==> src/rtl/maze_solve_if.sv <==
// maze_solve_if: handshake bundle between the maze sequencer and its environment.
// master drives the solve request, navigate status and IR/magnet sensor inputs;
// slave is the maze_solve sequencer, which drives the navigate command outputs.
interface maze_solve_if;
  logic        strt_solve;
  logic        lft_affinity;
  logic        mv_cmplt;
  logic        lft_opn;
  logic        rght_opn;
  logic        frwrd_opn;
  logic        sol_cmplt;
  logic        strt_hdng;
  logic        strt_mv;
  logic        stp_lft;
  logic        stp_rght;
  logic [11:0] dsrd_hdng;
  logic        solving;
  logic        done;

  modport master (
    output strt_solve, lft_affinity, mv_cmplt, lft_opn, rght_opn, frwrd_opn, sol_cmplt,
    input  strt_hdng, strt_mv, stp_lft, stp_rght, dsrd_hdng, solving, done
  );

  modport slave (
    input  strt_solve, lft_affinity, mv_cmplt, lft_opn, rght_opn, frwrd_opn, sol_cmplt,
    output strt_hdng, strt_mv, stp_lft, stp_rght, dsrd_hdng, solving, done
  );
endinterface

==> src/rtl/maze_solve.sv <==
// maze_solve: wall-following sequencer driving the navigate block.
// After every completed heading change or forward move it picks the next step
// (affinity-side turn, forward, opposite turn, or U-turn) and stops once the
// magnet sensor has reported the solution point.
// Optional build macro MAZE_SOLVE_UTURN180_EN: dead ends are issued as one
// 180-degree heading command instead of two right-angle turns.
module maze_solve (
  input  logic       clk,
  input  logic       rst_n,
  maze_solve_if.slave bus
);

  typedef enum logic [2:0] {
    IDLE      = 3'd0,
    DECIDE    = 3'd1,
    ISSUE_HDG = 3'd2,
    WAIT_HDG  = 3'd3,
    ISSUE_MV  = 3'd4,
    WAIT_MV   = 3'd5,
    DONE      = 3'd6
  } state_t;

  state_t     state_q, state_d;
  logic [1:0] dir_q, dir_d;          // 0=N 1=W 2=S 3=E
  logic       aff_q, aff_d;          // 1 = left-wall follower
  logic       sol_lat_q, sol_lat_d;
  logic       uturn_pend_q, uturn_pend_d;
  logic       side_open, opp_open, active;

  // One right-angle step; left turns increase the index, wrap is 2-bit overflow.
  function automatic logic [1:0] turn(input logic [1:0] dir, input logic left);
    return left ? dir + 2'd1 : dir - 2'd1;
  endfunction

  function automatic logic [11:0] hdg_code(input logic [1:0] dir);
    case (dir)
      2'd0:    return 12'h000;
      2'd1:    return 12'h3FF;
      2'd2:    return 12'h7FF;
      default: return 12'hC00;
    endcase
  endfunction

  assign side_open = aff_q ? bus.lft_opn  : bus.rght_opn;
  assign opp_open  = aff_q ? bus.rght_opn : bus.lft_opn;
  assign active    = (state_q != IDLE) && (state_q != DONE);

  // State and datapath registers
  always_ff @(posedge clk or negedge rst_n) begin
    if (!rst_n) begin
      state_q      <= IDLE;
      dir_q        <= 2'd0;
      aff_q        <= 1'b0;
      sol_lat_q    <= 1'b0;
      uturn_pend_q <= 1'b0;
    end else begin
      state_q      <= state_d;
      dir_q        <= dir_d;
      aff_q        <= aff_d;
      sol_lat_q    <= sol_lat_d;
      uturn_pend_q <= uturn_pend_d;
    end
  end

  // Next-state and decision logic; openings only matter in DECIDE
  always_comb begin
    state_d      = state_q;
    dir_d        = dir_q;
    aff_d        = aff_q;
    sol_lat_d    = sol_lat_q;
    uturn_pend_d = uturn_pend_q;
    // The magnet flag may arrive mid-move; remember it until the move ends.
    if (active && bus.sol_cmplt) sol_lat_d = 1'b1;
    case (state_q)
      IDLE, DONE: begin
        if (bus.strt_solve) begin
          aff_d        = bus.lft_affinity;
          sol_lat_d    = 1'b0;
          uturn_pend_d = 1'b0;
          state_d      = ISSUE_MV;
        end
      end
      ISSUE_MV: state_d = WAIT_MV;
      WAIT_MV: begin
        if (bus.mv_cmplt) state_d = (sol_lat_q || bus.sol_cmplt) ? DONE : DECIDE;
      end
      DECIDE: begin
        if (side_open) begin
          dir_d   = turn(dir_q, aff_q);
          state_d = ISSUE_HDG;
        end else if (bus.frwrd_opn) begin
          state_d = ISSUE_MV;
        end else if (opp_open) begin
          dir_d   = turn(dir_q, ~aff_q);
          state_d = ISSUE_HDG;
        end else begin
`ifdef MAZE_SOLVE_UTURN180_EN
          dir_d        = dir_q + 2'd2;
`else
          // Dead end: first of two right-angle turns toward the affinity side.
          dir_d        = turn(dir_q, aff_q);
          uturn_pend_d = 1'b1;
`endif
          state_d = ISSUE_HDG;
        end
      end
      ISSUE_HDG: state_d = WAIT_HDG;
      WAIT_HDG: begin
        if (bus.mv_cmplt) begin
          if (uturn_pend_q) begin
            dir_d        = turn(dir_q, aff_q);
            uturn_pend_d = 1'b0;
            state_d      = ISSUE_HDG;
          end else if (sol_lat_q) begin
            state_d = DONE;
          end else begin
            state_d = ISSUE_MV;
          end
        end
      end
      default: state_d = IDLE;
    endcase
  end

  // Outputs decoded from registered state only, so strobes are glitch-free
  always_comb begin
    bus.strt_hdng = (state_q == ISSUE_HDG);
    bus.strt_mv   = (state_q == ISSUE_MV);
    bus.solving   = active;
    bus.done      = (state_q == DONE);
    bus.stp_lft   = active & aff_q;
    bus.stp_rght  = active & ~aff_q;
    bus.dsrd_hdng = hdg_code(dir_q);
  end

endmodule

==> src/flat_wrapper.sv <==
// flat-port wrapper written by rule: the top's interface ports become plain ports
module maze_solve_flat 
  (clk, rst_n, bus_strt_solve, bus_lft_affinity, bus_mv_cmplt, bus_lft_opn, bus_rght_opn, bus_frwrd_opn, bus_sol_cmplt, bus_strt_hdng, bus_strt_mv, bus_stp_lft, bus_stp_rght, bus_dsrd_hdng, bus_solving, bus_done);
  maze_solve_if bus_i ();
  input  logic clk;
  input  logic rst_n;
  input wire logic [$bits(bus_i.strt_solve)-1:0] bus_strt_solve;
  input wire logic [$bits(bus_i.lft_affinity)-1:0] bus_lft_affinity;
  input wire logic [$bits(bus_i.mv_cmplt)-1:0] bus_mv_cmplt;
  input wire logic [$bits(bus_i.lft_opn)-1:0] bus_lft_opn;
  input wire logic [$bits(bus_i.rght_opn)-1:0] bus_rght_opn;
  input wire logic [$bits(bus_i.frwrd_opn)-1:0] bus_frwrd_opn;
  input wire logic [$bits(bus_i.sol_cmplt)-1:0] bus_sol_cmplt;
  output wire logic [$bits(bus_i.strt_hdng)-1:0] bus_strt_hdng;
  output wire logic [$bits(bus_i.strt_mv)-1:0] bus_strt_mv;
  output wire logic [$bits(bus_i.stp_lft)-1:0] bus_stp_lft;
  output wire logic [$bits(bus_i.stp_rght)-1:0] bus_stp_rght;
  output wire logic [$bits(bus_i.dsrd_hdng)-1:0] bus_dsrd_hdng;
  output wire logic [$bits(bus_i.solving)-1:0] bus_solving;
  output wire logic [$bits(bus_i.done)-1:0] bus_done;
  assign bus_i.strt_solve = bus_strt_solve;
  assign bus_i.lft_affinity = bus_lft_affinity;
  assign bus_i.mv_cmplt = bus_mv_cmplt;
  assign bus_i.lft_opn = bus_lft_opn;
  assign bus_i.rght_opn = bus_rght_opn;
  assign bus_i.frwrd_opn = bus_frwrd_opn;
  assign bus_i.sol_cmplt = bus_sol_cmplt;
  assign bus_strt_hdng = bus_i.strt_hdng;
  assign bus_strt_mv = bus_i.strt_mv;
  assign bus_stp_lft = bus_i.stp_lft;
  assign bus_stp_rght = bus_i.stp_rght;
  assign bus_dsrd_hdng = bus_i.dsrd_hdng;
  assign bus_solving = bus_i.solving;
  assign bus_done = bus_i.done;
  maze_solve u_core (.clk(clk), .rst_n(rst_n), .bus(bus_i));
endmodule
==> config.mk <==
export PLATFORM = sky130hd
export DESIGN_NAME = maze_solve_flat
export DESIGN_NICKNAME = d
export VERILOG_FILES = /design/src/rtl/maze_solve_if.sv /design/src/rtl/maze_solve.sv /design/src/flat_wrapper.sv
export SDC_FILE = /design/constraint.sdc
export NUM_CORES = 1
export LEC_CHECK = 0
export BUFFER_PORTS_ARGS = -buffer_cell sky130_fd_sc_hd__buf_2
export CORE_UTILIZATION = 41
export DETAILED_ROUTE_END_ITERATION = 12
export PLACE_DENSITY = 0.76
export SLEW_MARGIN = 20
export SYNTH_ARGS = -nofsm -noshare
export SYNTH_HDL_FRONTEND = slang
export SYNTH_SLANG_ARGS = --single-unit
==> constraint.sdc <==
create_clock -name clk -period 1.3 [get_ports clk]
set_clock_uncertainty 0.05 [all_clocks]
set_input_delay 0.065 -clock clk [delete_from_list [all_inputs] [get_ports clk]]
set_output_delay 0.065 -clock clk [all_outputs]
set_load 0.005 [all_outputs]
==> flow_metrics.tcl <==
set metrics [dict create \
    peakVddDrop_mv 1.806 \
    cts_buffers 3 \
    drtIter0Drc 7 \
    min_path_type "in2reg" \
    ys_warn_count 0 \
    place_area_sq_um 810.8 \
    endpoint_kind "flop" \
    grt_overflow 0 \
    vias 692 \
    drive_gt1_frac 0.6356 \
    synth.distinct_cells 35 \
    grt_pass1_wl_mm 3.056 \
    area_growth_syn_to_layout_pct 72.81 \
    portBuffers 26 \
    ant_nets 0 \
    ys.flop_type "dfrtp_1" \
    critPathKind "reg2reg" \
    cp-start-kind "flop" \
    synth_top_area_cell "dfrtp_1" \
    drt-vias-per-instance 5.164 \
    gp_congestion 0.9460 \
    die_area_sq_um 1769 \
    first_pass_iters 4 \
    wl_per_cell_um 14.32 \
    status "finished with violations" \
    cts_tree "done" \
    synth-seq-cells 8 \
    wl_mm 1.919 \
    yosysTopAreaCellShare 0.3042 \
    place_hpwl_mm 1.165 \
    period_share 1.183 \
    slew_headroom 0.8418 \
    setup_slack_ns -0.2383 \
    syn_area_sq_um 658.1 \
    coreArea_sq_um 1506 \
    violations "setup timing" \
    synth_edf_count 0 \
    seq_area_frac_synth 0.3042 \
    maxSlewViolCount 0 \
    crit_path_max_fanout 4 \
    fin_cells 134 \
    power.density_nw_per_um2 3344 \
    grt_pass1_vias 692 \
    worstPathRequired_ns 1.44 \
    synthArstFlopShare 1.000 \
    synthTopCellsByArea "dfrtp_1, buf_4, nor2_1" \
    yosys-top-cells-count "nor2_1, buf_4, dfrtp_1" \
    fp.dieH_um 42.07 \
    antenna_cells 0 \
    setup_tns_ns -2.188 \
    h-tree-depth 1 \
    dieWidth_um 42.07 \
    synth_area_per_cell_sq_um 8.227 \
    yosysMostFrequentCell "nor2_1" \
    ioPinCount 27 \
    pre_cts_slack_ns -0.1314 \
    syn_nets 91 \
    grt_max_degree 11 \
    rsz0062_at_grt "yes" \
    tightest_slew_ns 0.2328 \
    rows 14 \
    crit_arrival_ns 1.68 \
    drc 0 \
    path_clk_slew_ns 0.06 \
    floorplan.initialDensity 0.4369 \
    clkSinkCount 8 \
    period_minus_slack_ns 1.538 \
    clk_latency_ns 0.26 \
    netlist_instances 80 \
    finalSetupViolCount 24 \
    clock.fmax_mhz 650.1 \
    final_core_util 0.7550 \
    final_nets 131 \
    maxCapViolCount 0 \
    cts_root_buffer "clkbuf_4" \
    clockBufferDepth 2 \
    placed_cells 122 \
    fin_area_sq_um 1137 \
    grt_util_all_layers 0.2288 \
    hold_viol 0 \
    power.leakage_nw 0.5334 \
    antenna_found_initial 0 \
]
-- registers in the layout, indices dropped and copies added (netlist names) --
register and cells:
u_core.sol_lat_q 1, u_core.state_q 3, u_core.dir_q 2, u_core.uturn_pend_q 1, u_core.aff_q 1
-- kinds of logic (layout without fill, tap and decap cells) --
| kind of cell | after synthesis | in the layout | share of synthesized area |
|---|---|---|---|
| AOI/OAI and AO/OA | 15 | 15 | 0.1578 |
| buffers and inverters | 17 | 55 | 0.1616 |
| adders and majority gates | 2 | 2 | 0.03802 |
| DFF | 8 | 8 | 0.3042 |
| muxes | 3 | 3 | 0.04943 |
| xor gates and xnor gates | 3 | 3 | 0.03993 |
| and+or+nand+nor | 32 | 32 | 0.2490 |
-- cells in the final DEF, fill, tap and decap left out, types with 3 or more instances in the layout --
master / count
nor2_1: 7
dfrtp_1: 6
nor2_2: 4
buf_6: 20
nand2b_1: 3
nand2_1: 5
buf_2: 14
clkbuf_4: 3
buf_4: 10
-- through the flow --
stage	hold slack, ns	power (mW)
6_report	0.01675	3.804
5_1_grt	0.03085	4.046
4_1_cts	0.01232	3.376
3_5_place_dp	-0.1263	2.226
3_3_place_gp	-0.1295	2.174
2_1_floorplan	-0.2806	1.777
-- routing by layer --
metal | track usage | wire length [um] | vias up
met5 | 0 | 0 | -
met4 | 0.08750 | 36 | 0
met3 | 0.06034 | 88 | 4
met2 | 0.4188 | 1089 | 28
met1 | 0.2500 | 705 | 319
li1 | - | - | 341
-- where the power goes --
| group | total (mW) | leakage, nW | internal [mW] | switching [mW] |
|---|---|---|---|---|
| Combinational | 3.10 | 0.427 | 1.84 | 1.26 |
| Clock | 0.199 | 0.0138 | 0.106 | 0.0925 |
| Sequential | 0.505 | 0.0924 | 0.372 | 0.133 |
| Total | 3.80 | 0.533 | 2.32 | 1.48 |
-- area by class of cell --
type,count,area [sq um]
multi-input combinational,55,460.4
timing repair buffer,47,410.4
fill,120,369.1
sequential,8,202.7
clock buffer,3,22.52
inverter,5,21.27
tap,16,20.02
-- worst max-delay path, stage by stage (launching register included) --
cell	delay, ns
dfrtp_2	0.46
xor2_4	0.24
mux2i_2	0.30
o21ai_2	0.11
a211oi_2	0.19
a21o_1	0.12
-- worst paths after layout --
check | from | to | slack, ns | depth (start not counted)
max | u_core.state_q[2] | u_core.state_q[2] | -0.24 | 5
min | bus_sol_cmplt | u_core.sol_lat_q | 0.02 | 2
max reg2reg | u_core.state_q[2] | u_core.state_q[2] | -0.24 | 5
min reg2reg | u_core.sol_lat_q | u_core.sol_lat_q | 0.49 | 1
max in group asynchronous | rst_n | u_core.state_q[2] | 0.87 | 2
min in group asynchronous | rst_n | u_core.dir_q[0] | 0.13 | 2
-- timing repair --
item	CTS	global route
setup endpoints to repair	23	24
hold buffers	2	0
pin swaps	6	5
resized for setup	23	23
endpoints found under the hold margin	9	0
gates cloned	1	0
setup buffers	7	0
Power figures use the tool's default switching activity.
